`src/rtl/out_fm_tile_sched.sv`:
```
// Layer-job sequencer: for each output tile, walks the input-channel tiles through
// partial-sum load, convolution and store, pulsing the engine starts and consuming their dones.
module out_fm_tile_sched #(
  parameter int unsigned CW = 16
) (
  input  logic          clk,
  input  logic          rst,
  input  logic          start,
  input  logic [CW-1:0] num_in_tiles,
  input  logic [CW-1:0] num_out_tiles,
  output logic          busy,
  output logic          job_done,
  output logic          out_fm_ld_start,
  input  logic          out_fm_ld_done,
  output logic          conv_start,
  input  logic          conv_done,
  output logic          acc_init,
  output logic          out_fm_st_start,
  input  logic          out_fm_st_done,
  output logic          st_final,
  output logic [CW-1:0] in_tile_idx,
  output logic [CW-1:0] out_tile_idx
);

  typedef enum logic [3:0] {
    IDLE, LD_REQ, LD_WAIT, CONV_REQ, CONV_WAIT, ST_REQ, ST_WAIT, NEXT, DONE
  } state_t;

  state_t        state_q, state_d;
  logic [CW-1:0] num_in_q, num_in_d;
  logic [CW-1:0] num_out_q, num_out_d;
  logic [CW-1:0] in_idx_d, out_idx_d;
  logic          last_in, last_out;

  logic busy_d, job_done_d, ld_start_d, conv_start_d, acc_init_d, st_start_d, st_final_d;

  assign last_in  = (in_tile_idx  == num_in_q  - CW'(1));
  assign last_out = (out_tile_idx == num_out_q - CW'(1));

  // Next state, next counters, and the output decode of that next state
  always_comb begin
    state_d   = state_q;
    num_in_d  = num_in_q;
    num_out_d = num_out_q;
    in_idx_d  = in_tile_idx;
    out_idx_d = out_tile_idx;

    case (state_q)
      IDLE: begin
        if (start) begin
          num_in_d  = (num_in_tiles == '0) ? CW'(1) : num_in_tiles;
          num_out_d = num_out_tiles;
          in_idx_d  = '0;
          out_idx_d = '0;
          state_d   = (num_out_tiles == '0) ? DONE : CONV_REQ;
        end
      end
      LD_REQ:    state_d = LD_WAIT;
      LD_WAIT:   if (out_fm_ld_done) state_d = CONV_REQ;
      CONV_REQ:  state_d = CONV_WAIT;
      CONV_WAIT: if (conv_done) state_d = ST_REQ;
      ST_REQ:    state_d = ST_WAIT;
      ST_WAIT:   if (out_fm_st_done) state_d = NEXT;
      NEXT: begin
        if (last_in) begin
          in_idx_d = '0;
          if (last_out) begin
            state_d = DONE;
          end else begin
            out_idx_d = out_tile_idx + CW'(1);
            state_d   = CONV_REQ;
          end
        end else begin
          in_idx_d = in_tile_idx + CW'(1);
          state_d  = LD_REQ;
        end
      end
      DONE:    state_d = IDLE;
      default: state_d = IDLE;
    endcase

    busy_d       = (state_d != IDLE);
    job_done_d   = (state_d == DONE);
    ld_start_d   = (state_d == LD_REQ);
    conv_start_d = (state_d == CONV_REQ);
    st_start_d   = (state_d == ST_REQ);
    acc_init_d   = ((state_d == CONV_REQ) || (state_d == CONV_WAIT)) && (in_idx_d == '0);
    st_final_d   = ((state_d == ST_REQ) || (state_d == ST_WAIT)) &&
                   (in_idx_d == num_in_d - CW'(1));
  end

  // State, counters and registered outputs
  always_ff @(posedge clk) begin
    if (rst) begin
      state_q         <= IDLE;
      num_in_q        <= '0;
      num_out_q       <= '0;
      in_tile_idx     <= '0;
      out_tile_idx    <= '0;
      busy            <= 1'b0;
      job_done        <= 1'b0;
      out_fm_ld_start <= 1'b0;
      conv_start      <= 1'b0;
      acc_init        <= 1'b0;
      out_fm_st_start <= 1'b0;
      st_final        <= 1'b0;
    end else begin
      state_q         <= state_d;
      num_in_q        <= num_in_d;
      num_out_q       <= num_out_d;
      in_tile_idx     <= in_idx_d;
      out_tile_idx    <= out_idx_d;
      busy            <= busy_d;
      job_done        <= job_done_d;
      out_fm_ld_start <= ld_start_d;
      conv_start      <= conv_start_d;
      acc_init        <= acc_init_d;
      out_fm_st_start <= st_start_d;
      st_final        <= st_final_d;
    end
  end

endmodule

```
`config.mk`:
```
export PLATFORM = sky130hd
export DESIGN_NAME = out_fm_tile_sched
export DESIGN_NICKNAME = d
export VERILOG_FILES = /design/src/rtl/out_fm_tile_sched.sv
export SDC_FILE = /design/constraint.sdc
export NUM_CORES = 1
export LEC_CHECK = 0
export CORE_MARGIN = 4
export CORE_UTILIZATION = 45
export CTS_CLUSTER_DIAMETER = 200
export DETAILED_ROUTE_END_ITERATION = 10
export GPL_TIMING_DRIVEN = 0
export PLACE_DENSITY = 0.65
export RECOVER_POWER = 50
export SYNTH_ARGS = -nofsm -noshare
export SYNTH_HDL_FRONTEND = slang
export SYNTH_SLANG_ARGS = --single-unit
```
`constraint.sdc`:
```
create_clock -name clk -period 15.16 [get_ports clk]
set_input_delay 3.032 -clock clk [delete_from_list [all_inputs] [get_ports clk]]
set_output_delay 3.032 -clock clk [all_outputs]
set_load 0.05 [all_outputs]
```
### Word level (Yosys, flattened, before mapping)

Index checks and enable logic that the tools add are counted.

* register bits: 75
* bits of input ports: 38
* output and inout bits: 39

* add/subtract/negate cells: 5
* equality and inequality tests: 19
* mux-type cells: 18
* reduce and logical (&&, ||, !) cells: 12

Operators by type and width (number)
* 2-to-1 mux 16 bit: 8
* case mux 16 bit (2 select lines): 2
* == test 16 bit: 3
* zero test 16 bit: 3
* subtractor 16 x 1 -> 16 bit, second input constant: 3
* adder 16 x 1 -> 16 bit, second input constant: 2
* case mux 4 bit (8 select lines): 1
* == test 4 x 3 -> 1 bit, second input constant: 7
* 2-to-1 mux 4 bit: 7
* == test 4 x 2 -> 1 bit, second input constant: 3
* == test 4 x 1 -> 1 bit, second input constant: 2
* inequality test 2 bit, second input constant: 3
* == test 4 bit, second input constant: 1
* zero test 4 bit: 1
* AND reduction 4 bit: 1
* nonzero test 4 bit: 1
* logical AND 1 bit: 2
* logical OR 1 bit: 2
* AND reduction 2 bit: 1
* nonzero test 2 bit: 1

### Longest topological paths before layout

Gate-level depths: netlist (run 1).

* word-level depth: 8
* mapped depth: 20

### Least setup slack after synthesis (run 1)

No wires, ideal clock.

* path kind: input to register
* from: input port start
* to: register st_final
* library setup time: 0.079 ns
* data arrival time: 7.386 ns
* required time: 15.081 ns
* path slack: 7.695 ns
* stages: 19
* cells stage by stage: inv_1 > nor2_1 > buf_2 > buf_2 > buf_1 > buf_1 > nor2_1 > a21oi_1 > ha_1 > or3b_2 > nor4_2 > o211ai_1 > or3_1 > and2_1 > mux2i_1 > nor4_1 > o2111ai_1 > or4_1 > a211oi_2

* word-level cells in the longest chain between the ends: 5

RTL lines
* from (decl): RTL line 8 `input logic start,`
* 2-to-1 mux 16 bit or 2-to-1 mux 4 bit (tied branches): RTL line 50 `if (start) begin`
* 2-to-1 mux 16 bit or case mux 4 bit (8 select lines) (tied branches): RTL line 48 `case (state_q)`
* subtractor 16 x 1 -> 16 bit or == test 4 x 3 -> 1 bit (tied branches): RTL line 89, 88
* == test 16 bit or logical OR 1 bit (tied branches): RTL line 89, 88
* logical AND 1 bit (*): RTL line 88 `st_final_d = ((state_d == ST_REQ) || (state_d == ST_WAIT)) &&`
* to (signal assigned): RTL line 119 `st_final <= st_final_d;`
* to (decl): RTL line 20 `output logic st_final,`

Every way passes the cells marked *; elsewhere a longest branch is shown, timed or not.
A chain may end at the register's enable or synchronous reset.

### Worst setup path after layout (run 1)

Ends and elaborated chain as after synthesis.

==> results of run 1 <==
synthesized netlist by cell type (3+ instances only):
cell,number
o22ai_1,3
o2111ai_1,4
nor2_1,84
nand3_1,27
ha_1,5
nand4_1,11
or4_1,11
nand3b_1,5
a31oi_1,8
nor3_1,27
nand2b_1,6
mux2i_1,16
clkbuf_1,38
and3_1,17
nor4_1,15
nor4_2,4
a22oi_1,3
mux2_2,6
buf_1,4
inv_1,12
nand4b_1,5
or2_2,4
and4_1,6
xor2_1,34
dfxtp_1,75
or4b_1,3
nand2_1,100
nor3b_1,7
a21oi_1,58
buf_2,10
a211oi_1,9
o21ai_0,37
or3_1,4
a311oi_1,4
or4_4,5
o211ai_1,7
xnor2_1,38
o31ai_1,6
power by group through the flow:
stage               Combinational (mW)  Clock [mW]  Sequential [mW]
finish                           0.226       0.222            0.216
global route                     0.245       0.230            0.217
CTS                              0.223       0.225            0.216
detailed placement               0.222           0            0.220
global placement                 0.219           0            0.220
floorplan                        0.156           0            0.221
flip-flops by register name, indices dropped and copies added, names as in the netlist:
signal,flops
conv_start,1
acc_init,1
num_in_q,16
num_out_q,16
out_fm_ld_start,1
busy,1
job_done,1
st_final,1
in_tile_idx,16
out_tile_idx,16
state_q,4
out_fm_st_start,1
cell type report:
class	instances	area, sq um	share of cell area, %
Timing Repair Buffer	76	761	10.8
Sequential cell	75	1500	21.3
Inverter	12	45.0	0.639
Buffer	53	218	3.09
Clock buffer	10	239	3.39
Multi-Input combinational cell	634	4010	56.9
Clock inverter	5	61.3	0.869
Tap cell	172	215	3.05
layout by cell type, fill, tap and decap left out, types with 8 or more instances in the layout:
cell / netlist / routed
a211oi_1: 9 / 9
nor4_1: 15 / 15
buf_2: 10 / 9
clkdlybuf4s50_1: 0 / 34
dlygate4sd3_1: 0 / 42
or4_1: 11 / 11
nand4_1: 11 / 11
nand2_1: 100 / 100
dfxtp_1: 75 / 75
a21oi_1: 58 / 58
nand3_1: 27 / 27
a31oi_1: 8 / 8
clkbuf_16: 0 / 9
and3_1: 17 / 17
clkbuf_1: 38 / 40
xnor2_1: 38 / 38
xor2_1: 34 / 34
o21ai_0: 37 / 37
nor2_1: 84 / 84
nor3_1: 27 / 27
inv_1: 12 / 12
mux2i_1: 16 / 16
per-stage QoR:
step,hold slack [ns],cell area (sq um),power (mW),util [%],instances
floorplan,0.449,5780,0.378,-,774
global placement,0.488,6760,0.439,53.5,1022
detailed placement,0.490,6760,0.442,53.5,1022
CTS,0.498,7060,0.663,55.9,1037
global route,0.510,7050,0.693,55.9,1037
finish,0.488,7050,0.664,55.9,1037
cell families after synthesis:
logic type | synth area share, %
AOI/OAI and AO/OA | 18.4
xor gates and xnor gates | 11.7
adders and majority gates | 1.26
buffers and inverters | 4.57
DFF | 26.0
muxes | 4.13
and+or+nand+nor | 34.0
metal layers:
metal | vias up | part of all wire, %
met2 | 279 | 50
met3 | 50 | 6.2
li1 | 2973 | -
met4 | 0 | 4.1
met1 | 2972 | 40
met5 | - | 0
tightest hold or removal path, stage by stage (launching register included):
cell     delay [ns]
dfxtp_1        0.33
nand2_1        0.06
a21oi_1        0.05
final timing paths:
check / from / end / slack [ns] / cells after the start
worst max-delay path: start / st_final / 5.26 / 20
worst max register to register: state_q[1] / st_final / 7.88 / 20
worst min-delay path: num_out_q[15] / num_out_q[15] / 0.49 / 2
worst min register to register: num_out_q[15] / num_out_q[15] / 0.49 / 2
==> results.toml, run 1 <==
[pwr]
p_switching_mw = 0.235
irDropWorstVdd_v = 0.0000770
combPwrFrac_pct = 34.1
internal_power_mw = 0.429
leakage_nw = 2.63
pwr_density_cell_nw_per_um2 = 94.2
p_seq_share_pct = 32.5
p_sw_share_pct = 35.4
p_clk_share_pct = 33.4

[sta]
relSlewSlack_pct = 33.4
setup_tns_ns = 0
setup_viol = 0
setup_slack_ns = 5.26
slew_violations = 0
clock_skew_ns = 0.00793
clock.fmax_mhz = 101
rsz0062_at_grt = "false"
worst-slew-pin-transition_ns = 0.996
fin_crit_sh_pct = 65.3
hold_violations = 0
min_period_ns = 9.90

[yosys]
synthTopCellsByArea = "dfxtp_1, nand2_1, xnor2_1, nor2_1, xor2_1"
synthArstFlopShare_pct = 0
synthDistinctLibCells = 81
syn_avg_cell_area_sq_um = 7.47
synth_top_area_share_pct = 26.0
syn_inst = 774
synth_top_area_cell = "dfxtp_1"
ys_warn_count = 0
synth_edf_count = 0
synth_seq_cells = 75
syn-cell-area_sq_um = 5780
ys.flop_type = "dfxtp_1"
yosysSeqAreaShare_pct = 26.0
synth_nets = 817

[floorplan]
die-area_sq_um = 14700
die_h_um = 121
rows = 41
core_sq_um = 12600
start_util_pct = 45.8
ios = 77
die_w_um = 121

[grt]
first_global_vias = 6075
grt_util_met2_pct = 49.3
antenna_found_initial = 0
use_met1_pct = 32.3
gr-usage-met3_pct = 5.31
gr-total-overflow = 0
grt_max_degree = 14
grt_pass1_wl_um = 32100
grtUsageTotal_pct = 27.9
top_usage_layer = "met2"

[clocking]
cts.sink_count = 75
clock_latency_ns = 0.35
clockRootBuffer = "clkbuf_16"
postCtsHoldBufs = 0
cts_buffer_depth = 2
cts_resized = 0
numCtsBuffers = 9
cts_tree = "built"
clkTransAtPathRegs_ns = 0.06
htreeDepth = 3
post-cts-setup-buffers = 0

[setup_path]
timing.critical_path.required_ns = 15.41
cp_num_buf_inv = 6
critPathSlowestCell = "dlygate4sd3_1"
cpPeakStageDelay_ns = 0.74
crit_type = "input port to flip-flop"
crit_path_end_kind = "flip-flop"
critPathTopFamily = "buffers and inverters"
crit_chain = "dlygate4sd3_1 > inv_1 > nor2_1 > clkbuf_1 > buf_2 > buf_1 > buf_1 > nor2_1 > a21oi_1 > ha_1 > or3b_2 > nor4_2 > o211ai_1 > or3_1 > and2_1 > mux2i_1 > nor4_1 > o2111ai_1 > or4_1 > a211oi_2"
crit_fanout = 10
critPathLaunchType = "input port"
cp.arrival_ns = 10.15

[detailed_routing]
wl_per_cell_um = 19.9
drt-total-wl_um = 20600
drt_iter0_markers = 534
via_per_inst = 6.05
first_pass_iters = 6
drc = 0
vias = 6274
ant_nets = 0

[layout]
fillers = 1260
drive_gt1_share_pct = 7.63
diodes = 0
fin_nets = 904
area_delta_synth_final_pct = 22.1

[run]
drv_cap = 0

[placed_design]
place_hpwl_um = 16100
finalWeightedCongestion = 0.955
pre_cts_slack_ns = 5.44
io_buffer_count = 76

[min_path]
min-delay-path-class = "flip-flop to flip-flop"

[run_status]
outcome = "complete, no violations"
No activity file was read; power rests on OpenSTA's default activity.
==> run 2: changes to the inputs <==
- PLACE_DENSITY: 0.65 -> 0.68
- clock period: 15.16 -> 8.2 ns (I/O delays scaled with it)
==> results.toml, run 2 (synthesized netlist as in run 1, its figures left out) <==
[run_status]
outcome = "complete, no violations"

[layout]
diodes = 0
final_common_cell = "nand2_1"
final_cell_area_sq_um = 7070
drive_gt1_share_pct = 7.51
finalNonFillerCells = 1037
fin_nets = 903
final_cell_mix = "nand2_1, nor2_1, dfxtp_1, a21oi_1, dlygate4sd3_1"
fillers = 1248
area_delta_synth_final_pct = 22.3

[sta]
clock_skew_ns = 0.0109
min_period_ns = 7.86
slew_violations = 0
worst-slew-pin-transition_ns = 1.02
rsz0062_at_grt = "false"
setup_tns_ns = 0
relSlewSlack_pct = 32.1
clock.fmax_mhz = 127
hold_violations = 0
fin_crit_sh_pct = 95.9
setup_viol = 0

[clocking]
postCtsHoldBufs = 0
clock_latency_ns = 0.35
cts_buffer_depth = 2
clockRootBuffer = "clkbuf_16"
cts.sink_count = 75
numCtsBuffers = 9
cts_resized = 0
cts_tree = "built"
htreeDepth = 3
clkTransAtPathRegs_ns = 0.06
post-cts-setup-buffers = 0

[setup_path]
cp.arrival_ns = 8.13
timing.critical_path.required_ns = 8.47
crit_path_end_kind = "flip-flop"
critPathTopFamily = "simple AND/OR/NAND/NOR gates"
crit_type = "input port to flip-flop"
cp.depth = 19
critPathSlowestCell = "clkdlybuf4s50_1"
rr_worst_depth = 19
crit_chain = "clkdlybuf4s50_1 > inv_1 > nor2_1 > buf_2 > buf_2 > buf_1 > nor2_1 > a21oi_1 > ha_1 > or3b_2 > nor4_2 > o211ai_1 > or3_1 > and2_1 > mux2i_1 > nor4_1 > o2111ai_1 > or4_1 > a211oi_2"
critPathLaunchType = "input port"
cpPeakStageDelay_ns = 0.66
cp_num_buf_inv = 5
crit_fanout = 19

[placed_design]
place_inst = 1022
io_buffer_count = 76
finalWeightedCongestion = 1.00
place_hpwl_um = 15800
post_dp_cell_area_sq_um = 6760

[floorplan]
ios = 77
die-area_sq_um = 14700
die_h_um = 121
rows = 41
start_util_pct = 45.8
die_w_um = 121
core_sq_um = 12600

[min_path]
min-delay-path-class = "flip-flop to flip-flop"
holdPathStages = 2

[detailed_routing]
drt_iter0_markers = 567
ant_nets = 0
wl_per_cell_um = 19.7
drc = 0
via_per_inst = 6.13
vias = 6353
first_pass_iters = 5
drt-total-wl_um = 20400

[pwr]
irDropWorstVdd_v = 0.0000995
pwr_density_cell_nw_per_um2 = 179
leakage_nw = 2.66

[grt]
grt_max_degree = 15
gr-total-overflow = 0
grtUsageTotal_pct = 27.6
first_global_vias = 5974
antenna_found_initial = 0
grt_pass1_wl_um = 31700

[run]
drv_cap = 0
-- run 2: routing by layer --
layer,global-route usage (%),routed length [um],vias to the layer above
met5,0,0,-
met4,15.3,870,0
met3,3.82,1170,65
met2,46.6,9920,269
met1,33.7,8470,3043
li1,-,-,2976
-- run 2: final cells by class --
type / count / area, sq um / area share [%]
multi-input combinational: 634 / 4010 / 56.7
sequential: 75 / 1500 / 21.2
timing repair buffer: 76 / 761 / 10.8
clock buffer: 9 / 225 / 3.19
buffer: 52 / 215 / 3.04
tap: 172 / 215 / 3.04
clock inverter: 7 / 100 / 1.42
inverter: 12 / 45.0 / 0.637
-- run 2: worst paths after layout --
kind | startpoint | endpoint | slack, ns
max | start | st_final | 0.34
min | num_out_q[15] | num_out_q[15] | 0.49
max reg2reg | state_q[1] | st_final | 1.48
min reg2reg | num_out_q[15] | num_out_q[15] | 0.49
-- run 2: through the flow --
| step | worst slack (ns) | hold WS [ns] | utilization (%) | power (mW) |
|---|---|---|---|---|
| 5_1_grt | 0.121 | 0.518 | 56.0 | 1.32 |
| 2_1_floorplan | 2.13 | 0.449 | - | 0.698 |
| 3_5_place_dp | -0.154 | 0.486 | 53.5 | 0.817 |
| 3_3_place_gp | -0.0396 | 0.469 | 53.5 | 0.810 |
| 6_report | 0.340 | 0.489 | 56.0 | 1.26 |
| 4_1_cts | 0.182 | 0.495 | 56.1 | 1.26 |
-- run 2: worst min-delay path, cell delays in order, from the launching register on --
cell     delay, ns
dfxtp_1       0.33
nand2_1       0.06
a21oi_1       0.05
-- run 2: where the power goes --
| group | switching, mW | total, mW | internal, mW |
|---|---|---|---|
| clock network | 0.175 | 0.443 | 0.269 |
| logic | 0.251 | 0.420 | 0.169 |
| registers | 0.0180 | 0.399 | 0.381 |
| total | 0.444 | 1.26 | 0.819 |
